==> src/rtl/cards_pkg.sv <==
// Shared card types, deck constants and encoding helpers for the dealing shoe.
package cards_pkg;

  localparam int NUM_CARDS = 52;
  localparam int NUM_RANKS = 13;

  typedef struct packed {
    logic [1:0] suit;
    logic [3:0] rank;
  } card_t;

  typedef enum logic [1:0] {IDLE, SEARCH, DELIVER, CLEAR} shoe_state_t;

  function automatic logic [4:0] rank_to_points(input logic [3:0] rank);
    if (rank == 4'd1)
      return 5'd11;
    else if (rank > 4'd10)
      return 5'd10;
    else
      return {1'b0, rank};
  endfunction

  // Card index 0..51 -> (suit, rank) with a compare/subtract ladder instead of a divider.
  function automatic card_t idx_to_card(input logic [5:0] idx);
    card_t      c;
    logic [5:0] r;
    if (idx >= 6'(3 * NUM_RANKS)) begin
      c.suit = 2'd3;
      r      = idx - 6'(3 * NUM_RANKS);
    end else if (idx >= 6'(2 * NUM_RANKS)) begin
      c.suit = 2'd2;
      r      = idx - 6'(2 * NUM_RANKS);
    end else if (idx >= 6'(NUM_RANKS)) begin
      c.suit = 2'd1;
      r      = idx - 6'(NUM_RANKS);
    end else begin
      c.suit = 2'd0;
      r      = idx;
    end
    c.rank = 4'(r + 6'd1);
    return c;
  endfunction

endpackage

==> src/rtl/lfsr16.sv <==
// Free-running 16-bit Fibonacci LFSR, taps 16,14,13,11, reloaded with SEED on reset.
module lfsr16 #(
  parameter logic [15:0] SEED = 16'hACE1
) (
  input  logic        clk,
  input  logic        rst,
  output logic [15:0] state
);

  // NOTE: clocked state always uses non-blocking assignments so every register
  // samples the pre-edge values, independent of statement order.
  always_ff @(posedge clk) begin
    if (!rst)
      state <= SEED;
    else
      state <= {state[14:0], state[15] ^ state[13] ^ state[12] ^ state[10]};
  end

endmodule

==> src/rtl/card_shoe.sv <==
// 52-card dealing shoe: random start index from an LFSR, linear probe of a
// used-card bitmap, one-cycle valid pulse per delivered card.
module card_shoe
  import cards_pkg::*;
#(
  parameter logic [15:0] LFSR_SEED = 16'hACE1,
  parameter int          NUM_CARDS = 52
) (
  input  logic       clk,
  input  logic       rst,
  input  logic       shuffle,
  input  logic       draw_req,
  output logic       card_valid,
  output logic [1:0] card_suit,
  output logic [3:0] card_rank,
  output logic [4:0] card_points,
  output logic [5:0] cards_left,
  output logic       busy,
  output logic       draw_err
);

  localparam logic [5:0] DECK_SIZE = 6'(NUM_CARDS);
  localparam logic [5:0] LAST_IDX  = 6'(NUM_CARDS - 1);

  logic [15:0]          lfsr;
  logic                 unused_lfsr_bits;
  logic [5:0]           start_idx;
  logic [5:0]           idx;
  logic [NUM_CARDS-1:0] used;
  card_t                pick;
  shoe_state_t          state;

  lfsr16 #(.SEED(LFSR_SEED)) u_lfsr (
    .clk   (clk),
    .rst   (rst),
    .state (lfsr)
  );

  // Only the low six bits seed the search; fold 52..63 back onto 0..11.
  assign unused_lfsr_bits = ^lfsr[15:6];
  assign start_idx = (lfsr[5:0] >= DECK_SIZE) ? lfsr[5:0] - DECK_SIZE : lfsr[5:0];
  assign pick      = idx_to_card(idx);

  always_ff @(posedge clk) begin
    if (!rst) begin
      state       <= IDLE;
      // NOTE: the used bitmap is control state, not storage, so it must be
      // reset; an unknown bitmap would break the no-repeat guarantee.
      used        <= '0;
      idx         <= '0;
      cards_left  <= DECK_SIZE;
      card_valid  <= 1'b0;
      card_suit   <= '0;
      card_rank   <= '0;
      card_points <= '0;
      busy        <= 1'b0;
      draw_err    <= 1'b0;
    end else begin
      card_valid <= 1'b0;
      draw_err   <= 1'b0;
      case (state)
        IDLE: begin
          if (shuffle) begin
            state <= CLEAR;
            busy  <= 1'b1;
          end else if (draw_req) begin
            if (cards_left == '0) begin
              draw_err <= 1'b1;
            end else begin
              idx   <= start_idx;
              state <= SEARCH;
              busy  <= 1'b1;
            end
          end
        end
        SEARCH: begin
          // cards_left > 0 on entry, so a free slot is reached within 52 probes.
          if (!used[idx]) begin
            used[idx]   <= 1'b1;
            cards_left  <= cards_left - 6'd1;
            card_suit   <= pick.suit;
            card_rank   <= pick.rank;
            card_points <= rank_to_points(pick.rank);
            card_valid  <= 1'b1;
            state       <= DELIVER;
          end else begin
            idx <= (idx == LAST_IDX) ? 6'd0 : idx + 6'd1;
          end
        end
        DELIVER: begin
          busy  <= 1'b0;
          state <= IDLE;
        end
        CLEAR: begin
          used       <= '0;
          cards_left <= DECK_SIZE;
          busy       <= 1'b0;
          state      <= IDLE;
        end
        default: state <= IDLE;
      endcase
    end
  end

endmodule

==> config.mk <==
export PLATFORM = sky130hd
export DESIGN_NAME = card_shoe
export DESIGN_NICKNAME = d
export VERILOG_FILES = /design/src/rtl/cards_pkg.sv /design/src/rtl/lfsr16.sv /design/src/rtl/card_shoe.sv
export SDC_FILE = /design/constraint.sdc
export NUM_CORES = 1
export LEC_CHECK = 0
export ABC_AREA = 1
export CAP_MARGIN = 10
export CORE_UTILIZATION = 39
export DETAILED_ROUTE_END_ITERATION = 8
export PLACE_DENSITY_LB_ADDON = 0.12
export SKIP_LAST_GASP = 1
export SLEW_MARGIN = 40
export SYNTH_ARGS = -nofsm -noshare
export SYNTH_HDL_FRONTEND = slang
export SYNTH_SLANG_ARGS = --single-unit
==> constraint.sdc <==
create_clock -name clk -period 6.6 [get_ports clk]
set_input_delay 0.66 -clock clk [delete_from_list [all_inputs] [get_ports clk]]
set_output_delay 0.66 -clock clk [all_outputs]
set_load 0.01 [all_outputs]
==> run summary <==
The final worst slack is 3.39 ns. The critical path data arrival time came out at 3.48 ns. The top fanout value on the critical path came out at 40. Once the floorplan was initialized, standard cells occupied 40.8% of the core. The remaining antenna violation count came out at 0. The number of violations of the max-capacitance limit came out at 0.

The max-slew violation total from the final report is 0. The number of antenna violations at the first check in global routing came out at 0. The static leakage came out at 0.00227 uW. Entering global routing, the biggest net connects 60 pins.

The number of global-route vias before repair came out at 4361. The count of port buffers added during placement is 22. The worst hold margin came out at 0.416 ns.

The weighted congestion reported at the end of routability-driven placement came out at 0.837. The final routed DRC violation total is 0. Dividing the detail-routed wire length by the instance count gives 15.1 microns. By area, the combinational part of the netlist is dominated by simple AND/OR/NAND/NOR gates.

The count of TritonRoute iterations in the first routing pass came out at 4. The synthesized flop and latch total is 95. In this run, CTS created clock tree buffers numbering 9. The width of the die came out at 115 microns. In this run the cell area of the synthesized design comes to 4980 sq um. The worst setup timing slack at the placement stage came out at 3.39 ns. The design draws 2560 uW. Sorting the synthesized cells by how often they occur yields 158 x nand2_1, 95 x dfxtp_1, 86 x nand3_1.

The worst setup path is captured at a register. The number of vias per cell came out at 5.15. The post-synthesis sequential area ratio is 38.2%.

The core region is 12200 sq um. Setup repair after global routing left no endpoint under its margin. The min-delay analysis places its worst path in the category reg2reg. The I/O pin count is 24.

The worst supply voltage drop on vdd came out at 267 uV. The clock sink count is 95. The period utilization came out at 48.6%.

The worst register-to-register path ends at card_points[1]$_SDFFE_PN0P_. The net count reported at finish came out at 725. The worst clock skew is 0.00366 ns. The CTS tree is built. Traced cell by cell, the critical path runs through buf_4 > inv_2 > ha_1 > nand3b_2 > a21oi_4 > nand2_2 > nand3_1 > nand2_4 > ha_1 > inv_1 > or2_2 > nand4_1 > nand2_2 > a21oi_1. The fraction of the mapped netlist area in compound gates came out at 16.4%. The final setup violation count came out at 0. Compared with the post-synthesis result, the final layout area differs by 9.85%. The placed standard-cell area came out at 5190 sq um. The longest individual stage delay on the worst path came out at 0.40 ns.

The number of nets handed over by synthesis was 720. The cell accounting for the most synthesized area is dfxtp_1. Yosys mapped a number of flops with a built-in enable equal to 0. The via total after detailed routing came out at 4517. The root buffer cell is clkbuf_16. At the pin with the least slew margin, the transition time is 0.845 ns. For this run, the leading register cell type out of synthesis is dfxtp_1. The clock-pin slew reported for the worst setup and hold paths after clock tree synthesis is 0.06 ns. The total detailed-routing wirelength came out at 13.2 mm. The count of standard-cell rows is 40. By area the synthesized netlist is led by dfxtp_1 38%, nand2_1 12%, nand3_1 8.6%. Tracing the worst setup path back leads to its startpoint at idx[0]$_SDFFE_PN0P_. The area of the die came out at 13200 sq um.

For flop-to-flop paths, the worst setup slack is 3.39 ns. The wire length of the first global-routing pass came out at 22.0 mm. By startpoint and endpoint, the worst setup path is classified as reg2reg. Of the total synthesized cell area, the portion taken by AND, OR, NAND and NOR gates is 29.4%.

The count of routing violations after the opening detailed-route iteration came out at 341. The total half-perimeter wirelength after legalization and detailed placement came out at 8.89 mm. The number of synthesis warnings came out at 0. The total non-filler cell area in the finished layout came out at 5470 sq um. The H-tree depth reported by CTS is 3. The number of buffers added for setup after CTS came out at 0. The synthesized-area fraction occupied by xor and xnor cells came out at 1.23%. On the critical path, the stage with the largest delay is an instance of buf_4. The worst register-to-register path begins at idx[0]$_SDFFE_PN0P_. In this run, post-CTS hold repair placed 0 buffers. The mux share of post-synthesis cell area is 0%. The floorplan step set the die height to 115 microns.

Counting every instance in the synthesized netlist gives 701. The share of synthesized area in the top cell type comes to 38.2%. The end of the critical path is card_points[1]$_SDFFE_PN0P_. The number of hold violations in the final report is 0.

The number of instances resized during post-cts repair is 0. The power density of the placed cells is 469 nW/um^2. The aggregate negative setup slack came out at 0 ns. The number of cells on the worst reg-to-reg path is 14. The shortest clock period the worst path allows after layout came out at 3.21 ns. Static timing analysis puts the maximum clock frequency at 312 MHz.

The number of distinct library cell variants in the gate-level netlist after synthesis came out at 42. 0 antenna diodes ended up in the layout. The combined global-route utilization of all metal layers came out at 21.6%.

The clock network latency to the later pin of the worst-skew pair came out at 0.35 ns. The clock tree buffer depth came out at 2. The most instantiated library cell after synthesis is nand2_1. The average footprint of a synthesized cell came out at 7.10 sq um.

The run finished with clean final reports. The relative slew slack is 43.5%. The endpoint required time on the critical path came out at 6.87 ns. The adder-cell area share of the yosys netlist is 3.77%. The share of layout cells above drive strength 1 is 7.62%. STA classifies the critical path startpoint as a register. In the synthesized netlist the async set-or-reset flop fraction comes to 0%. The total congestion overflow after global routing came out at 0.
[cells by family after synthesis]
logic type	Yosys count
buffers and inverters	110
other	1
flip-flops	95
XOR/XNOR	7
adder cells (fa/ha/maj)	15
AND/OR/NAND/NOR	321
AO/OA/AOI/OAI	152
[flip-flops by register name, indices dropped and copies added (netlist names)]
name,cells
card_rank,4
draw_err,1
cards_left,6
used,52
card_suit,2
card_valid,1
busy,1
idx,6
state,2
u_lfsr.state,16
card_points,4
[how the worst min path moves through the flow]
| stage | start | to | depth (start not counted) |
|---|---|---|---|
| after floorplan | u_lfsr.state[11]$_SDFF_PN1_ | u_lfsr.state[12]$_SDFF_PN0_ | 2 |
| after global placement | u_lfsr.state[11]$_SDFF_PN1_ | u_lfsr.state[12]$_SDFF_PN0_ | 2 |
| after detailed placement | u_lfsr.state[14]$_SDFF_PN0_ | u_lfsr.state[15]$_SDFF_PN1_ | 1 |
| after CTS | u_lfsr.state[14]$_SDFF_PN0_ | u_lfsr.state[15]$_SDFF_PN1_ | 1 |
| after global routing | u_lfsr.state[14]$_SDFF_PN0_ | u_lfsr.state[15]$_SDFF_PN1_ | 1 |
| final | u_lfsr.state[14]$_SDFF_PN0_ | u_lfsr.state[15]$_SDFF_PN1_ | 1 |
[where the power goes]
part | internal, uW | switching, uW
Sequential | 654 | 93.1
Combinational | 414 | 891
Clock | 300 | 213
Total | 1370 | 1200
[stage by stage]
step	util, %	instances
after floorplan	-	701
after global placement	42.5	863
after detailed placement	42.5	863
after CTS	44.8	877
after global routing	44.8	877
final	44.8	877
[cells in the final DEF (no fill, tap or decap), types with 2 or more instances in the layout]
master / instances
nand3_2: 3
clkbuf_16: 9
inv_2: 3
nand2_4: 5
ha_1: 15
nand2_2: 9
nand2_1: 158
buf_4: 3
o31ai_1: 8
inv_1: 73
dfxtp_1: 94
o21ai_0: 39
nor2_4: 3
nor3_1: 6
xor2_1: 6
nor2_2: 3
o21ai_1: 29
nand3_1: 86
clkdlybuf4s50_1: 21
nand4_1: 2
nor2_1: 36
or2_2: 7
clkbuf_1: 3
o22ai_1: 2
a21oi_1: 66
[metal layers]
metal,part of all wire (%),track usage (%)
met1,47,28.2
met2,45,34.4
met3,4.8,3.80
met4,2.9,10.7
met5,0,0
[worst max-delay path, delay by kind of cell, from the launching register on]
family                   cells  cell delay [ns]
adder cells (fa/ha/maj)      2             0.63
flip-flops                   1             0.31
AND/OR/NAND/NOR              7             0.98
AO/OA/AOI/OAI                2             0.41
buffers and inverters        3             0.81
[cell type report]
cell class	count	area, sq um
clock buffers	13	250
clock inverters	1	30.0
fillers	1310	6740
inverters	79	304
multi-input cells	496	2530
flip-flops and latches	95	1900
well taps	168	210
repair buffers	25	238
Note: power is estimated with default switching activity, not from simulation.
